**src/rtl/rtc_counter.sv**
```systemverilog
// Real-time clock core: 1 s prescaler, cascaded sec/min/hour, run-time load, 12/24 h view, scan strobe.
// Optional alarm comparator is compiled in when RTC_ALARM_EN is defined.
module rtc_counter #(
  parameter int CLK_FREQ = 50_000_000,
  parameter int SCAN_DIV = 1000
) (
  input  logic       clk,
  input  logic       rstn,
  input  logic       run,
  input  logic       mode_12h,
  input  logic       set_vld,
  input  logic [4:0] set_hour,
  input  logic [5:0] set_min,
  input  logic [5:0] set_sec,
`ifdef RTC_ALARM_EN
  input  logic       alarm_en,
  input  logic [4:0] alarm_hour,
  input  logic [5:0] alarm_min,
  output logic       alarm_hit,
`endif
  output logic [4:0] hour,
  output logic [5:0] min,
  output logic [5:0] sec,
  output logic [4:0] hour_disp,
  output logic       pm,
  output logic       tick_1s,
  output logic       day_wrap,
  output logic       set_err,
  output logic       flag_scan
);

  localparam int PW = (CLK_FREQ > 1) ? $clog2(CLK_FREQ) : 1;
  localparam int SW = (SCAN_DIV > 1) ? $clog2(SCAN_DIV) : 1;
  localparam logic [PW-1:0] PRE_MAX  = PW'(CLK_FREQ - 1);
  localparam logic [SW-1:0] SCAN_MAX = SW'(SCAN_DIV - 1);

  logic [4:0]    hour_q, hour_d;
  logic [5:0]    min_q, min_d;
  logic [5:0]    sec_q, sec_d;
  logic [PW-1:0] pre_q, pre_d;
  logic [SW-1:0] scan_q, scan_d;
  logic          tick_q, tick_d;
  logic          wrap_q, wrap_d;
  logic          err_q, err_d;
  logic          flag_q, flag_d;
  logic          adv_s;
  logic          load_ok_s;

  // Time/prescaler next state; a load request always wins over a coincident advance.
  always_comb begin
    hour_d    = hour_q;
    min_d     = min_q;
    sec_d     = sec_q;
    pre_d     = pre_q;
    tick_d    = 1'b0;
    wrap_d    = 1'b0;
    err_d     = 1'b0;
    adv_s     = run && (pre_q == PRE_MAX);
    load_ok_s = (set_hour < 5'd24) && (set_min < 6'd60) && (set_sec < 6'd60);
    if (set_vld) begin
      if (load_ok_s) begin
        hour_d = set_hour;
        min_d  = set_min;
        sec_d  = set_sec;
        pre_d  = '0;
      end else begin
        err_d = 1'b1;
      end
    end else if (adv_s) begin
      pre_d  = '0;
      tick_d = 1'b1;
      if (sec_q == 6'd59) begin
        sec_d = 6'd0;
        if (min_q == 6'd59) begin
          min_d = 6'd0;
          if (hour_q == 5'd23) begin
            hour_d = 5'd0;
            wrap_d = 1'b1;
          end else begin
            hour_d = hour_q + 5'd1;
          end
        end else begin
          min_d = min_q + 6'd1;
        end
      end else begin
        sec_d = sec_q + 6'd1;
      end
    end else if (run) begin
      pre_d = pre_q + PW'(1);
    end else begin
      pre_d = pre_q;
    end
  end

  // Free-running scan divider, independent of run and load.
  always_comb begin
    flag_d = (scan_q == SCAN_MAX);
    if (scan_q == SCAN_MAX) begin
      scan_d = '0;
    end else begin
      scan_d = scan_q + SW'(1);
    end
  end

  // State and registered pulse outputs.
  always_ff @(posedge clk or negedge rstn) begin
    if (!rstn) begin
      hour_q <= 5'd0;
      min_q  <= 6'd0;
      sec_q  <= 6'd0;
      pre_q  <= '0;
      scan_q <= '0;
      tick_q <= 1'b0;
      wrap_q <= 1'b0;
      err_q  <= 1'b0;
      flag_q <= 1'b0;
    end else begin
      hour_q <= hour_d;
      min_q  <= min_d;
      sec_q  <= sec_d;
      pre_q  <= pre_d;
      scan_q <= scan_d;
      tick_q <= tick_d;
      wrap_q <= wrap_d;
      err_q  <= err_d;
      flag_q <= flag_d;
    end
  end

`ifdef RTC_ALARM_EN
  logic alarm_q, alarm_d;

  // Fires only when an advance lands on the alarm minute; loads are excluded via tick_d.
  always_comb begin
    alarm_d = tick_d && alarm_en && (hour_d == alarm_hour) &&
              (min_d == alarm_min) && (sec_d == 6'd0);
  end

  // Alarm pulse register.
  always_ff @(posedge clk or negedge rstn) begin
    if (!rstn) begin
      alarm_q <= 1'b0;
    end else begin
      alarm_q <= alarm_d;
    end
  end

  assign alarm_hit = alarm_q;
`endif

  // 12-hour view: midnight/noon both read 12, pm from 12:00 onward.
  always_comb begin
    hour_disp = hour_q;
    pm        = 1'b0;
    if (mode_12h) begin
      pm = (hour_q >= 5'd12);
      if (hour_q == 5'd0) begin
        hour_disp = 5'd12;
      end else if (hour_q > 5'd12) begin
        hour_disp = hour_q - 5'd12;
      end else begin
        hour_disp = hour_q;
      end
    end else begin
      hour_disp = hour_q;
    end
  end

  assign hour      = hour_q;
  assign min       = min_q;
  assign sec       = sec_q;
  assign tick_1s   = tick_q;
  assign day_wrap  = wrap_q;
  assign set_err   = err_q;
  assign flag_scan = flag_q;

endmodule

```
**config.mk**
```make
export PLATFORM = sky130hd
export DESIGN_NAME = rtc_counter
export DESIGN_NICKNAME = d
export VERILOG_FILES = /design/src/rtl/rtc_counter.sv
export SDC_FILE = /design/constraint.sdc
export NUM_CORES = 1
export LEC_CHECK = 0
export CAP_MARGIN = 5
export CORE_UTILIZATION = 30
export CTS_CLUSTER_DIAMETER = 30
export DETAILED_ROUTE_END_ITERATION = 6
export PLACE_DENSITY_LB_ADDON = 0.15
export SLEW_MARGIN = 40
export SYNTH_ARGS = -nofsm -noshare
export SYNTH_HDL_FRONTEND = slang
export SYNTH_SLANG_ARGS = --single-unit
```
**constraint.sdc**
```tcl
create_clock -name clk -period 4.32 [get_ports clk]
set_clock_uncertainty 0.15 [all_clocks]
set_input_delay 0.864 -clock clk [delete_from_list [all_inputs] [get_ports clk]]
set_output_delay 0.864 -clock clk [all_outputs]
set_load 0.005 [all_outputs]
```
Word-level counts from Yosys, hierarchy flattened
Index checks and enable logic that the tools add are counted.
Word-level totals
  register bits: 57
  output and inout port bits: 27
  input port bits: 22
  logic and storage cells: 71
Cells by class
  mux-type cells: 33
  magnitude comparators: 5
  reductions and logical operators: 12
  $add $sub $neg: 6
  eq/ne operators: 6
Operator list (count)
  two-way mux 26 bit: 4
  two-way mux 6 bit: 9
  two-way mux 5 bit: 9
  adder 26 x 1 -> 26 bit, second input constant: 1
  equality test 26 bit, second input constant: 1
  adder 6 x 1 -> 6 bit, second input constant: 2
  equality test 6 bit, second input constant: 2
  < comparator 6 bit, second input constant: 2
  adder 10 x 1 -> 10 bit, second input constant: 1
  equality test 10 bit, second input constant: 1
  two-way mux 1 bit: 10
  two-way mux 10 bit: 1
  nonzero test 2 bit: 3
  adder 5 x 1 -> 5 bit, second input constant: 1
  equality test 5 bit, second input constant: 1
  greater-or-equal comparator 5 x 4 -> 1 bit, second input constant: 1
  greater-than comparator 5 x 4 -> 1 bit, second input constant: 1
  logical NOT 5 bit: 1
  < comparator 5 bit, second input constant: 1
  subtractor 5 x 4 -> 5 bit, second input constant: 1
  AND reduction 2 bit: 2
  AND reduction 4 bit: 1
  logical AND 1 bit: 3
  AND reduction 3 bit: 1
  2 further kinds: 2

Depth between registers and ports, before layout
  word-level depth: 6
  depth in mapped cells: 7
  mapped depth without buffers: 7

Worst setup path before layout
No wires, ideal clock.
  path type: input to output
  start: input port mode_12h
  end: output port hour_disp[4]
  data arrival time: 1355 ps
  buffers on the path: 0
  path slack: 1951 ps
  data required time: 3306 ps
  cell stages on the path: 4
  cell sequence: inv_1 > nor2_1 > nand2_1 > o31ai_1
On the way
  longest elaborated chain between the ends: 1
Ends and longest elaborated chain
  start: declaration: RTL line 10  | input logic mode_12h,
  two-way mux 5 bit: RTL line 155  | if (mode_12h) begin
  end: declaration: RTL line 24  | output logic [4:0] hour_disp,
Every way passes these cells.

Final worst setup path
Ends and elaborated chain as after synthesis.

==> results.sh <==
export IMPL_status="completed"
export IMPL_crit_path_end_kind="primary output"
export IMPL_fin_crit_ps=3510
export IMPL_switching_share_pct=32.5
export IMPL_p_seq_share_pct=43.1
export IMPL_final_common_cell="dfrtp_1"
export IMPL_nFillCells=1068
export IMPL_grt_pass1_wl_um=13700
export IMPL_clockRootBuffer="clkbuf_8"
export IMPL_rsz0062_at_grt="false"
export IMPL_rrSetupSlack_ps=1810
export IMPL_r2r_cells=5
export IMPL_synth_fp_nets=386
export IMPL_ys_seq_area_share_pct=43.2
export IMPL_critPathKind="primary input to primary output"
export IMPL_drv_slew=0
export IMPL_period_share_pct=81.2
export IMPL_num_nets_final=438
export IMPL_timing_rr_end="sec[0]"
export IMPL_post_cts_resized=0
export IMPL_cts_max_path_buffers=2
export IMPL_initial_core_util_pct=31.4
export IMPL_cts_buffers=9
export IMPL_crit_path_end="hour_disp[4]"
export IMPL_syn_area_per_cell_um2=9.29
export IMPL_final_cell_mix="dfrtp_1, clkdlybuf4s50_1, nor2_1"
export IMPL_gp_congestion=0.800
export IMPL_clk_pin_slew_ps=70
export IMPL_num_vias=2812
export IMPL_dpl_hpwl_um=5760
export IMPL_r2r_start="pre_q[10]"
export IMPL_cts_sinks=57
export IMPL_overflow=0
export IMPL_cp_arrival_ps=2490
export IMPL_syn_inst=355
export IMPL_diodes=0
export IMPL_synth_main_ff_cell="dfrtp_1"
export IMPL_routed_wl_um=8120
export IMPL_startpoint="mode_12h"
export IMPL_clock_power_share_pct=29.0
export IMPL_ys_ff_latch=57
export IMPL_cts_max_level=3
export IMPL_vias_per_cell=5.13
export IMPL_synth_largest_area_cell="dfrtp_1"
export IMPL_fp_dieH_um=107
export IMPL_syn_area_mm2=0.00330
export IMPL_drc=0
export IMPL_p_switching_mw=0.490
export IMPL_p_total_mw=1.51
export IMPL_die_w_um=107
export IMPL_ant_nets=0
export IMPL_synth_area_leaders="dfrtp_1, nor2_1, xor2_1, nand2_1, nand3_1"
export IMPL_grt_pass1_vias=2709
export IMPL_cts_hold_repair_buffers=0
export IMPL_rows=37
export IMPL_startpoint_type="primary input"
export IMPL_drtIter0Drc=152
export IMPL_portBuffers=48
export IMPL_tightest_slew_ps=518
export IMPL_core_mm2=0.0105
export IMPL_pre_cts_slack_ps=822
export IMPL_setup_ws_ps=811
export IMPL_setup_viol=0
export IMPL_grt_max_degree=35
export IMPL_wl_per_cell_um=14.8
export IMPL_synth_edf_count=0
export IMPL_syn2layout_area_growth_pct=24.0
export IMPL_dieArea_mm2=0.0114
export IMPL_ios=49
export IMPL_worstPathMaxFanout=4
export IMPL_hold_viol=0
export IMPL_drive_above_1_share_pct=9.71
export IMPL_firstDrtPassIters=4
export IMPL_finalSetupTns_ps=0
export IMPL_fmax_mhz=285
export IMPL_p_per_area_mw_per_mm2=369
export IMPL_async_flop_share_pct=100
export IMPL_yosysWarnings=0
export IMPL_cp_data_required_time_ps=3310
export IMPL_slew_headroom_pct=65.5
export IMPL_maxCapViolCount=0
export IMPL_grt_total_usage_pct=15.3
export IMPL_cts_tree="done"
export IMPL_min_path_type="flop to flop"
export IMPL_irDropWorstVdd_mv=0.180
export IMPL_synth_cell_types=57
export IMPL_antenna_found_initial=0
export IMPL_postCtsSetupRepairBufs=0
export IMPL_synth_top_area_share_pct=43.2
export IMPL_pwr_share_comb_pct=27.8
export IMPL_cell_internal_pwr_mw=1.02
export IMPL_clock_latency_ps=340
export IMPL_ff_latch_area_mm2=0.00143
export IMPL_multi_input_area_mm2=0.00174
export IMPL_cellLeakagePower_nw=1.71
==> flip-flops by register name, indices dropped and copies added (netlist names) <==
register and cells:
sec 6, set_err 1, pre_q 26, min 6, scan_q 10, flag_scan 1, day_wrap 1, hour 5
tick_1s 1
==> synthesized netlist by cell type (all sizes together), types with 4 or more instances <==
cell / count
mux2i: 5
inv: 15
nand3: 23
and3: 5
nand2: 34
xnor2: 10
nor3: 8
ha: 9
xor2: 16
a21oi: 19
o31ai: 5
nand4: 21
buf: 6
dfrtp: 57
and4: 5
o21ai: 14
mux2: 4
a31oi: 4
clkbuf: 7
nor2: 42
==> metal layers <==
layer	global-route usage [%]	vias up	part of all wire, %
li1	-	1396	-
met1	20.2	1342	48
met2	24.5	67	46
met3	3.83	7	4.8
met4	4.99	0	1.2
met5	0	-	0
==> worst min path at each step <==
stage               startpoint         to  slack (ps)  cells past startpoint
floorplan            scan_q[0]  scan_q[0]         280                      1
global placement     scan_q[0]  scan_q[0]         310                      1
detailed placement   scan_q[0]  scan_q[0]         300                      1
CTS                  scan_q[0]  scan_q[0]         310                      1
global route         scan_q[0]  scan_q[0]         330                      1
finish               scan_q[0]  scan_q[0]         310                      1
==> power by group through the flow <==
stage | combinational, mW | sequential [mW] | clock, mW
2_1_floorplan | 0.212 | 0.645 | 0
3_3_place_gp | 0.421 | 0.662 | 0
3_5_place_dp | 0.422 | 0.663 | 0
4_1_cts | 0.424 | 0.652 | 0.458
5_1_grt | 0.474 | 0.664 | 0.483
6_report | 0.420 | 0.652 | 0.439
==> cell type report <==
cell class	instances	area share, %
Clock buffer	9	3.03
Clock inverter	7	1.16
Inverter	15	1.38
Multi-Input combinational cell	270	42.6
Sequential cell	57	34.9
Tap cell	136	4.16
Timing Repair Buffer	54	12.8
==> cells by family after synthesis <==
logic type | after synthesis | synth area share, %
AOI/OAI and AO/OA | 68 | 13.7
xor gates and xnor gates | 26 | 6.90
adders and majority gates | 9 | 3.41
buffers and inverters | 28 | 3.91
DFF | 57 | 43.2
muxes | 9 | 2.88
and+or+nand+nor | 158 | 25.9
==> critical path, stage by stage <==
cell             delay, ps
clkdlybuf4s50_1        520
inv_1                   60
nor2_1                 200
nand2_1                100
o31ai_1                210
clkdlybuf4s50_1        540
==> stage by stage <==
step	cells	hold WS [ps]	instance area, um2	util (%)
global placement	532	306	3920	37.3
finish	548	313	4090	38.9
CTS	548	315	4090	38.9
floorplan	355	283	3300	-
detailed placement	532	304	3920	37.3
global route	548	334	4090	38.9
No activity file was read; power rests on OpenSTA's default activity.
